<file path="config.mk">
export PLATFORM = sky130hd
export DESIGN_NAME = apb_master_ctrl_flat
export DESIGN_NICKNAME = d
export VERILOG_FILES = /design/src/rtl/apb_master_ctrl_pkg.sv /design/src/rtl/apb_master_ctrl_if.sv /design/src/rtl/apb_master_ctrl_wait_timer.sv /design/src/rtl/apb_master_ctrl.sv /design/src/flat_wrapper.sv
export SDC_FILE = /design/constraint.sdc
export NUM_CORES = 1
export LEC_CHECK = 0
export ABC_AREA = 1
export CORE_MARGIN = 3
export CORE_UTILIZATION = 25
export CTS_CLUSTER_DIAMETER = 50
export CTS_CLUSTER_SIZE = 28
export DETAILED_ROUTE_END_ITERATION = 10
export RECOVER_POWER = 100
export SYNTH_ARGS = -nofsm -noshare
export SYNTH_HDL_FRONTEND = slang
export SYNTH_SLANG_ARGS = --single-unit
</file>
<file path="constraint.sdc">
create_clock -name clk -period 1.8 [get_ports clk]
set_clock_uncertainty 0.1 [all_clocks]
set_input_delay 0.27 -clock clk [delete_from_list [all_inputs] [get_ports clk]]
set_output_delay 0.27 -clock clk [all_outputs]
set_load 0.05 [all_outputs]
</file>
<file path="src/rtl/apb_master_ctrl_pkg.sv">
// Shared types for the APB requester: FSM state encoding and the latched request record.
package apb_pkg;

    localparam int unsigned DEF_ADDR_WIDTH = 32;
    localparam int unsigned DEF_DATA_WIDTH = 32;
    localparam int unsigned DEF_STRB_WIDTH = DEF_DATA_WIDTH / 8;

    typedef enum logic [1:0] {
        IDLE,
        SETUP,
        ACCESS
    } apb_state_e;

    // One accepted local command, as held for the duration of an APB transfer.
    typedef struct packed {
        logic                      wr;
        logic [DEF_ADDR_WIDTH-1:0] addr;
        logic [DEF_DATA_WIDTH-1:0] wdata;
        logic [DEF_STRB_WIDTH-1:0] strb;
    } apb_req_t;

endpackage

</file>
<file path="src/rtl/apb_master_ctrl_if.sv">
// APB4 bus bundle between one requester and one downstream segment.
interface apb_master_ctrl_if #(
    parameter int unsigned ADDR_WIDTH = apb_pkg::DEF_ADDR_WIDTH,
    parameter int unsigned DATA_WIDTH = apb_pkg::DEF_DATA_WIDTH
);
    logic                    sel;
    logic                    enable;
    logic                    write;
    logic [ADDR_WIDTH-1:0]   addr;
    logic [DATA_WIDTH-1:0]   wdata;
    logic [DATA_WIDTH/8-1:0] pstrb;
    logic                    ready;
    logic                    slverr;
    logic [DATA_WIDTH-1:0]   rdata;

    modport master (
        output sel, enable, write, addr, wdata, pstrb,
        input  ready, slverr, rdata
    );

    modport slave (
        input  sel, enable, write, addr, wdata, pstrb,
        output ready, slverr, rdata
    );
endinterface

</file>
<file path="src/rtl/apb_master_ctrl_wait_timer.sv">
// Counts ACCESS wait states and flags the cycle in which the transfer must be aborted.
module apb_wait_timer #(
    parameter int unsigned TIMEOUT = 16
) (
    input  logic clk,
    input  logic rst_n,
    input  logic clear,
    input  logic tick,
    output logic expired
);
    if (TIMEOUT == 0) begin : g_never
        assign expired = 1'b0;
    end else begin : g_count
        localparam int unsigned CW = $clog2(TIMEOUT + 1);

        logic [CW-1:0] count_q;

        // Wait counter: cleared when entering ACCESS, saturates instead of wrapping.
        always_ff @(posedge clk or negedge rst_n) begin
            if (!rst_n) begin
                count_q <= '0;
            end else if (clear) begin
                count_q <= '0;
            end else if (tick && (count_q < CW'(TIMEOUT))) begin
                count_q <= count_q + 1'b1;
            end
        end

        // Abort in the TIMEOUT-th waiting ACCESS cycle.
        assign expired = tick && (count_q == CW'(TIMEOUT - 1));
    end
endmodule

</file>
<file path="src/rtl/apb_master_ctrl.sv">
// APB4 requester: turns single local commands into SETUP/ACCESS sequences with
// back-to-back issue, wait-state timeout and registered completion status.
module apb_master_ctrl
    import apb_pkg::*;
#(
    parameter int unsigned ADDR_WIDTH = DEF_ADDR_WIDTH,
    parameter int unsigned DATA_WIDTH = DEF_DATA_WIDTH,
    parameter int unsigned TIMEOUT    = 16
) (
    input  logic                    clk,
    input  logic                    rst_n,
    input  logic                    start,
    output logic                    cmd_ready,
    input  logic                    wr,
    input  logic [ADDR_WIDTH-1:0]   address,
    input  logic [DATA_WIDTH-1:0]   data_in,
    input  logic [DATA_WIDTH/8-1:0] strb,
    output logic                    busy,
    output logic                    done,
    output logic                    error,
    output logic                    timeout,
    output logic [DATA_WIDTH-1:0]   data_out,
    apb_master_ctrl_if.master       apb
);
    apb_state_e state_q, state_d;

    logic                    req_wr_q;
    logic [ADDR_WIDTH-1:0]   req_addr_q;
    logic [DATA_WIDTH-1:0]   req_wdata_q;
    logic [DATA_WIDTH/8-1:0] req_strb_q;

    logic                    done_q, error_q, timeout_q;
    logic [DATA_WIDTH-1:0]   data_out_q;

    logic accept;
    logic expired;
    logic in_access;
    logic complete;

    assign in_access = (state_q == ACCESS);
    assign accept    = start && cmd_ready;
    assign complete  = in_access && (apb.ready || expired);

    apb_wait_timer #(
        .TIMEOUT (TIMEOUT)
    ) u_wait_timer (
        .clk     (clk),
        .rst_n   (rst_n),
        .clear   (state_q == SETUP),
        .tick    (in_access && !apb.ready),
        .expired (expired)
    );

    // State register.
    always_ff @(posedge clk or negedge rst_n) begin
        if (!rst_n) begin
            state_q <= IDLE;
        end else begin
            state_q <= state_d;
        end
    end

    // Next-state logic and command acceptance; an abort cycle always has ready low.
    always_comb begin
        state_d   = state_q;
        cmd_ready = 1'b0;
        unique case (state_q)
            IDLE: begin
                cmd_ready = 1'b1;
                if (start) state_d = SETUP;
            end
            SETUP: begin
                state_d = ACCESS;
            end
            ACCESS: begin
                if (apb.ready) begin
                    cmd_ready = 1'b1;
                    state_d   = start ? SETUP : IDLE;
                end else if (expired) begin
                    state_d = IDLE;
                end
            end
            default: state_d = IDLE;
        endcase
    end

    // Request registers; reads carry zero data and strobes onto the bus.
    always_ff @(posedge clk or negedge rst_n) begin
        if (!rst_n) begin
            req_wr_q    <= 1'b0;
            req_addr_q  <= '0;
            req_wdata_q <= '0;
            req_strb_q  <= '0;
        end else if (accept) begin
            req_wr_q    <= wr;
            req_addr_q  <= address;
            req_wdata_q <= wr ? data_in : '0;
            req_strb_q  <= wr ? strb : '0;
        end
    end

    // Completion status, presented the cycle after ready or abort.
    always_ff @(posedge clk or negedge rst_n) begin
        if (!rst_n) begin
            done_q    <= 1'b0;
            error_q   <= 1'b0;
            timeout_q <= 1'b0;
        end else begin
            done_q    <= complete;
            error_q   <= in_access && ((apb.ready && apb.slverr) || (!apb.ready && expired));
            timeout_q <= in_access && !apb.ready && expired;
        end
    end

    // Read data only captured on a clean read completion.
    always_ff @(posedge clk or negedge rst_n) begin
        if (!rst_n) begin
            data_out_q <= '0;
        end else if (in_access && apb.ready && !apb.slverr && !req_wr_q) begin
            data_out_q <= apb.rdata;
        end
    end

    assign busy     = (state_q != IDLE);
    assign done     = done_q;
    assign error    = error_q;
    assign timeout  = timeout_q;
    assign data_out = data_out_q;

    assign apb.sel    = (state_q != IDLE);
    assign apb.enable = in_access;
    assign apb.write  = req_wr_q;
    assign apb.addr   = req_addr_q;
    assign apb.wdata  = req_wdata_q;
    assign apb.pstrb  = req_strb_q;
endmodule

</file>
<file path="src/flat_wrapper.sv">
// flat-port wrapper written by rule: the top's interface ports become plain ports
module apb_master_ctrl_flat import apb_pkg::*;
#(
    parameter int unsigned ADDR_WIDTH = DEF_ADDR_WIDTH,
    parameter int unsigned DATA_WIDTH = DEF_DATA_WIDTH,
    parameter int unsigned TIMEOUT    = 16
)
  (clk, rst_n, start, cmd_ready, wr, address, data_in, strb, busy, done, error, timeout, data_out, apb_sel, apb_enable, apb_write, apb_addr, apb_wdata, apb_pstrb, apb_ready, apb_slverr, apb_rdata);
  apb_master_ctrl_if #(.ADDR_WIDTH(ADDR_WIDTH), .DATA_WIDTH(DATA_WIDTH)) apb_i ();
  input  logic clk;
  input  logic rst_n;
  input  logic start;
  output logic cmd_ready;
  input  logic wr;
  input  logic [ADDR_WIDTH-1:0] address;
  input  logic [DATA_WIDTH-1:0] data_in;
  input  logic [DATA_WIDTH/8-1:0] strb;
  output logic busy;
  output logic done;
  output logic error;
  output logic timeout;
  output logic [DATA_WIDTH-1:0] data_out;
  output wire logic [$bits(apb_i.sel)-1:0] apb_sel;
  output wire logic [$bits(apb_i.enable)-1:0] apb_enable;
  output wire logic [$bits(apb_i.write)-1:0] apb_write;
  output wire logic [$bits(apb_i.addr)-1:0] apb_addr;
  output wire logic [$bits(apb_i.wdata)-1:0] apb_wdata;
  output wire logic [$bits(apb_i.pstrb)-1:0] apb_pstrb;
  input wire logic [$bits(apb_i.ready)-1:0] apb_ready;
  input wire logic [$bits(apb_i.slverr)-1:0] apb_slverr;
  input wire logic [$bits(apb_i.rdata)-1:0] apb_rdata;
  assign apb_sel = apb_i.sel;
  assign apb_enable = apb_i.enable;
  assign apb_write = apb_i.write;
  assign apb_addr = apb_i.addr;
  assign apb_wdata = apb_i.wdata;
  assign apb_pstrb = apb_i.pstrb;
  assign apb_i.ready = apb_ready;
  assign apb_i.slverr = apb_slverr;
  assign apb_i.rdata = apb_rdata;
  apb_master_ctrl #(.ADDR_WIDTH(ADDR_WIDTH), .DATA_WIDTH(DATA_WIDTH), .TIMEOUT(TIMEOUT)) u_core (.clk(clk), .rst_n(rst_n), .start(start), .cmd_ready(cmd_ready), .wr(wr), .address(address), .data_in(data_in), .strb(strb), .busy(busy), .done(done), .error(error), .timeout(timeout), .data_out(data_out), .apb(apb_i));
endmodule
</file>
==> results of run 1 <==
==> path summary, 6_finish.rpt <==
kind / startpoint / endpoint / slack (ns) / depth (start not counted)
setup / recovery: u_core.state_q[1]$_DFFE_PN0P_ / apb_enable / 0.16 / 3
hold / removal: address[31] / u_core.apb.addr[31]$_DFFE_PN0P_ / 0.34 / 3
setup reg to reg: u_core.state_q[1]$_DFFE_PN0P_ / u_core.apb.addr[21]$_DFFE_PN0P_ / 0.25 / 5
hold reg to reg: u_core.data_out[6]$_DFFE_PN0P_ / u_core.data_out[6]$_DFFE_PN0P_ / 0.38 / 2
max in group asynchronous: rst_n / u_core.apb.addr[26]$_DFFE_PN0P_ / 0.39 / 3
min in group asynchronous: rst_n / u_core.apb.wdata[3]$_DFFE_PN0P_ / 0.58 / 3
==> sequential cells by signal, indices dropped and copies added (netlist names) <==
register	flops
u_core.apb.write	1
u_core.timeout	1
u_core.done	1
u_core.apb.addr	32
u_core.error	1
u_core.state_q	2
u_core.data_out	32
u_core.apb.wdata	32
u_core.apb.pstrb	4
u_core.u_wait_timer.g_count.count_q	5
==> placed cells by master (no fill, tap or decap), types with 2 or more instances in the layout <==
cell type,count
nand2_1,248
clkbuf_2,6
ha_1,2
inv_6,2
clkbuf_16,9
nor2_1,9
inv_2,4
o21ai_0,37
nand4_1,3
dfrtp_1,111
clkdlybuf4s50_1,104
clkbuf_4,2
inv_1,5
clkbuf_1,104
nand3_1,34
buf_12,5
buf_4,5
==> layer usage <==
metal	track usage (%)	up-vias
li1	-	1957
met1	17.5	1761
met2	20.1	146
met3	4.43	12
met4	4.59	0
met5	0	-
==> synth_stat cells, drive strengths merged <==
master	instances
or2	1
clkbuf	7
a21oi	2
nor2	11
o21ai	37
nand3b	1
buf	21
nand4	3
nand3	34
inv	9
ha	2
nand2	249
dfrtp	111
o21a	1
==> logic make-up (layout without fill, tap and decap cells) <==
kind of cell / after synthesis / count (layout) / synth area share, %
AND/OR/NAND/NOR: 299 / 299 / 27.2
flip-flops: 111 / 111 / 62.3
AO/OA/AOI/OAI: 40 / 40 / 4.63
buffers and inverters: 37 / 252 / 5.33
adder cells (fa/ha/maj): 2 / 2 / 0.561
==> final cells by class <==
type | count | area, um^2 | share of cell area [%]
clock buffer | 9 | 225 | 3.49
clock inverter | 6 | 68.8 | 1.07
inverter | 9 | 33.8 | 0.523
multi-input combinational | 341 | 1440 | 22.2
sequential | 111 | 2780 | 43.0
tap | 225 | 282 | 4.36
timing repair buffer | 228 | 1640 | 25.3
==> where the power goes <==
part / total, mW / switching (mW) / internal [mW]
combinational: 4.40 / 3.54 / 0.868
clock: 2.03 / 0.946 / 1.08
sequential: 3.62 / 0.419 / 3.20
total: 10.1 / 4.90 / 5.15
==> what timing repair did <==
action | 4_1_cts | 5_1_grt
endpoints found under the hold margin | 111 | 0
setup buffers | 0 | 0
hold buffers | 1 | 0
==> critical path, cell delays in order (launching register included) <==
cell      delay (ns)
dfrtp_1         0.41
inv_2           0.05
nor2_1          0.14
clkbuf_2        0.32
==> stage by stage <==
step / power [mW] / setup WS [ns] / instance area, um^2 / std cells / hold slack [ns]
floorplan: 6.96 / 0.00785 / 4460 / 489 / -0.126
global placement: 8.80 / 0.0626 / 6660 / 913 / 0.200
detailed placement: 8.85 / 0.0102 / 6660 / 913 / 0.198
CTS: 10.9 / 0.111 / 6960 / 929 / 0.324
global route: 10.6 / 0.0528 / 6460 / 929 / 0.337
finish: 10.1 / 0.163 / 6460 / 929 / 0.344
==> results.py, run 1 <==
metrics = {
    "run_status": {
        "outcome": "finished clean",
    },
    "logic_synthesis": {
        "yosysUniqueCellTypes": 25,
        "synth_area_mm2": 0.00446,
        "yosys_warnings": 0,
        "synth_top_cell_area_share_pct": 62.3,
        "syn_inst": 489,
        "syn_avg_cell_area_um2": 9.12,
        "ys_seq_area_share_pct": 62.3,
        "syn-num-nets": 597,
        "synth_seq_cells": 111,
        "yosysTopAreaCell": "dfrtp_1",
        "synth.area.top_cells": "dfrtp_1, nand2_1, o21ai_0, nand3_1, buf_6",
    },
    "sta": {
        "final-setup-viol-count": 0,
        "fmax_mhz": 611,
        "tns_ns": 0,
        "slew-limit-headroom_pct": 43.0,
        "slew_viol_final": 0,
        "worst_pin_slew_ns": 0.855,
        "hold_viol": 0,
        "fin_crit_sh_pct": 91.0,
        "min_period_ns": 1.64,
        "rsz0062_at_grt": "false",
    },
    "detailed_routing": {
        "wl_per_cell_um": 13.7,
        "top_layer": "met4",
        "routed_via_density": 4.17,
        "routed-wl-met3_mm": 1.15,
        "routed-via-count": 3876,
        "drc": 0,
        "drt_iter0_markers": 201,
        "drtAntennaViolNets": 0,
        "m1WireLength_mm": 5.76,
        "routed_wl_mm": 12.7,
        "wl_met2_mm": 5.65,
        "drtPass1Iterations": 4,
    },
    "placed_design": {
        "io_buffers": 213,
        "hpwl_mm": 9.14,
        "gp_congestion": 0.755,
    },
    "pwr": {
        "powerDensity_mw_per_mm2": 1560,
        "p_leak_nw": 3.08,
        "ir_worst_vdd_v": 0.000673,
    },
    "layout": {
        "antenna_cells": 0,
        "n_fill_cell": 1868,
        "layout-drive-gt1-share_pct": 6.11,
        "fin_nets": 808,
        "area_delta_synth_final_pct": 44.8,
        "post-route-util_pct": 37.2,
    },
    "worst_setup_path": {
        "start_kind": "flip-flop",
        "cp_max_fo": 4,
        "worstSetupPathType": "reg -> out",
        "required_ns": 1.43,
        "worstSetupEndpointType": "output port",
        "arrival_ns": 1.27,
    },
    "global_route": {
        "grt_pass1_vias": 3872,
        "grt_max_degree": 81,
        "overflow": 0,
        "grt_pass1_wl_mm": 20.7,
        "grtUsageTotal_pct": 13.1,
        "grt_antenna_before_repair": 0,
    },
    "clock_tree": {
        "cts_tree": "built",
        "root_buffer": "clkbuf_16",
        "cts_buffers": 9,
        "cts_resized": 0,
        "clkLatencyLatePin_ns": 0.34,
        "clockBufferDepth": 2,
        "htree_levels": 3,
        "clk_pin_slew_ns": 0.08,
        "cts_sinks": 111,
    },
    "hold_path": {
        "hp-class": "in -> reg",
    },
    "floorplanning": {
        "rows": 48,
        "die-area_mm2": 0.0195,
        "die_h_um": 140,
        "coreArea_mm2": 0.0174,
        "dieWidth_um": 140,
        "ioPinCount": 214,
        "initial_core_util_pct": 25.7,
    },
    "job": {
        "cap_violations": 0,
    },
}
Power figures use the tool's default switching activity.
==> run 2: changes to the inputs <==
--- a/config.mk
+++ b/config.mk
@@ -11,7 +11,7 @@
 export CTS_CLUSTER_DIAMETER = 50
 export CTS_CLUSTER_SIZE = 28
 export DETAILED_ROUTE_END_ITERATION = 10
-export RECOVER_POWER = 100
+export RECOVER_POWER = 50
 export SYNTH_ARGS = -nofsm -noshare
 export SYNTH_HDL_FRONTEND = slang
 export SYNTH_SLANG_ARGS = --single-unit
==> run 2 against run 1 <==
Compared with the run above: cell count did not move; register-to-register slack better by 0.03 ns; first-iteration DRC count is 3.0% higher; sequential cell count did not move; die area did not move; worst setup slack worse by 0.018 ns; via count up 0.34%; highest routed layer unchanged.
==> results.py, run 2 (synthesis gave the netlist of run 1 again) <==
metrics = {
    "worst_setup_path": {
        "start_kind": "input pin",
        "cp_cell_sequence": "clkdlybuf4s50_1 -> inv_2 -> a21oi_2 -> buf_4 -> buf_12",
        "crit-reg2reg-launch": "u_core.u_wait_timer.g_count.count_q[0]$_DFFE_PN0P_",
        "cp_max_fo": 5,
        "reg2reg_depth": 7,
        "required_ns": 1.43,
        "r2r_end": "u_core.error$_DFF_PN0_",
        "worstSetupPathType": "in -> out",
        "r2r_setup_slack_ns": 0.28,
        "worstSetupEndpointType": "output port",
        "cpPeakStageDelay_ns": 0.47,
        "arrival_ns": 1.29,
        "crit_slowest_cell": "clkdlybuf4s50_1",
    },
    "floorplanning": {
        "coreArea_mm2": 0.0174,
        "ioPinCount": 214,
        "initial_core_util_pct": 25.7,
        "die-area_mm2": 0.0195,
        "dieWidth_um": 140,
        "die_h_um": 140,
        "rows": 48,
    },
    "placed_design": {
        "gp_congestion": 0.755,
        "hpwl_mm": 9.14,
        "placed_area_mm2": 0.00666,
        "place_inst": 913,
        "io_buffers": 213,
    },
    "detailed_routing": {
        "routed_wl_mm": 12.7,
        "wl_per_cell_um": 13.7,
        "drt_iter0_markers": 207,
        "routed_via_density": 4.19,
        "drtAntennaViolNets": 0,
        "drtPass1Iterations": 5,
        "routed-via-count": 3889,
        "drc": 0,
    },
    "hold_path": {
        "min_from": "address[31]",
        "holdPathEnd": "u_core.apb.addr[31]$_DFFE_PN0P_",
        "hp-class": "in -> reg",
        "hold_path_depth": 3,
    },
    "global_route": {
        "grtUsageTotal_pct": 13.1,
        "grt_pass1_wl_mm": 20.7,
        "overflow": 0,
        "grt_max_degree": 81,
        "grt_pass1_vias": 3872,
        "grt_antenna_before_repair": 0,
    },
    "clock_tree": {
        "root_buffer": "clkbuf_16",
        "clockBufferDepth": 2,
        "cts_buffers": 9,
        "clkLatencyLatePin_ns": 0.34,
        "clk_pin_slew_ns": 0.08,
        "cts_sinks": 111,
        "htree_levels": 3,
        "post-cts-setup-buffers": 0,
        "cts_tree": "built",
    },
    "pwr": {
        "powerDensity_mw_per_mm2": 1550,
        "p_leak_nw": 3.30,
        "ir_worst_vdd_v": 0.000760,
    },
    "layout": {
        "layout-drive-gt1-share_pct": 13.5,
        "antenna_cells": 0,
        "fin_nets": 808,
        "area_delta_synth_final_pct": 51.0,
        "post-route-util_pct": 38.8,
        "final_cell_mix": "nand2_1, dfrtp_1, clkdlybuf4s50_1",
        "fin_cells": 929,
        "design_area_mm2": 0.00674,
        "layout_commonest_cell": "nand2_1",
    },
    "sta": {
        "min_period_ns": 1.66,
        "fin_crit_sh_pct": 92.0,
        "hold_viol": 0,
        "slew-limit-headroom_pct": 42.5,
        "worst_pin_slew_ns": 0.863,
        "final-setup-viol-count": 0,
        "fmax_mhz": 604,
        "tns_ns": 0,
        "slew_viol_final": 0,
        "rsz0062_at_grt": "false",
    },
    "run_status": {
        "outcome": "finished clean",
    },
    "job": {
        "cap_violations": 0,
    },
}
[run 2: timing repair]
action | in CTS | in global routing
resized for setup | 0 | 0
endpoints found under the hold margin | 111 | 0
hold buffers | 1 | 0
[run 2: metrics by stage]
step | setup WS, ns | power [mW] | hold slack [ns]
global placement | 0.0626 | 8.80 | 0.200
floorplan | 0.00785 | 6.96 | -0.126
CTS | 0.111 | 10.9 | 0.324
global route | 0.0836 | 11.1 | 0.337
detailed placement | 0.0102 | 8.85 | 0.198
finish | 0.145 | 10.5 | 0.345
[run 2: layout make-up]
type                       instances  area, um^2
multi-input combinational        341        1450
inverter                           9        33.8
clock buffer                       9         225
clock inverter                     6        68.8
timing repair buffer             228        1900
tap                              225         282
sequential                       111        2780
fill                            1796       10600
[run 2: layer usage]
layer / up-vias / part of all wire [%] / track usage, % / routed length [um]
li1: 1962 / - / - / -
met4: 0 / 1.4 / 4.59 / 180
met5: - / 0 / 0 / 0
met1: 1771 / 46 / 17.5 / 5800
met3: 12 / 8.8 / 4.43 / 1120
met2: 144 / 44 / 20.1 / 5630
[run 2: worst max-delay path, delay by kind of cell]
family          cells  cell delay, ns
buf+inv             4            0.82
compound gates      1            0.20
[run 2: power by group]
part / leakage [nW] / total, mW / switching, mW / internal [mW]
Clock: 0.142 / 2.03 / 0.946 / 1.08
Combinational: 1.74 / 4.80 / 3.55 / 1.25
Sequential: 1.42 / 3.63 / 0.433 / 3.20
Total: 3.30 / 10.5 / 4.93 / 5.54
[run 2: worst max path at each step]
| stage | startpoint | endpoint | cells after the start |
|---|---|---|---|
| floorplan | u_core.state_q[1]$_DFFE_PN0P_ | u_core.apb.wdata[14]$_DFFE_PN0P_ | 6 |
| global placement | apb_ready | u_core.apb.wdata[10]$_DFFE_PN0P_ | 7 |
| detailed placement | apb_ready | u_core.apb.wdata[8]$_DFFE_PN0P_ | 6 |
| CTS | u_core.state_q[1]$_DFFE_PN0P_ | cmd_ready | 3 |
| global route | u_core.state_q[1]$_DFFE_PN0P_ | cmd_ready | 3 |
| finish | apb_ready | cmd_ready | 5 |
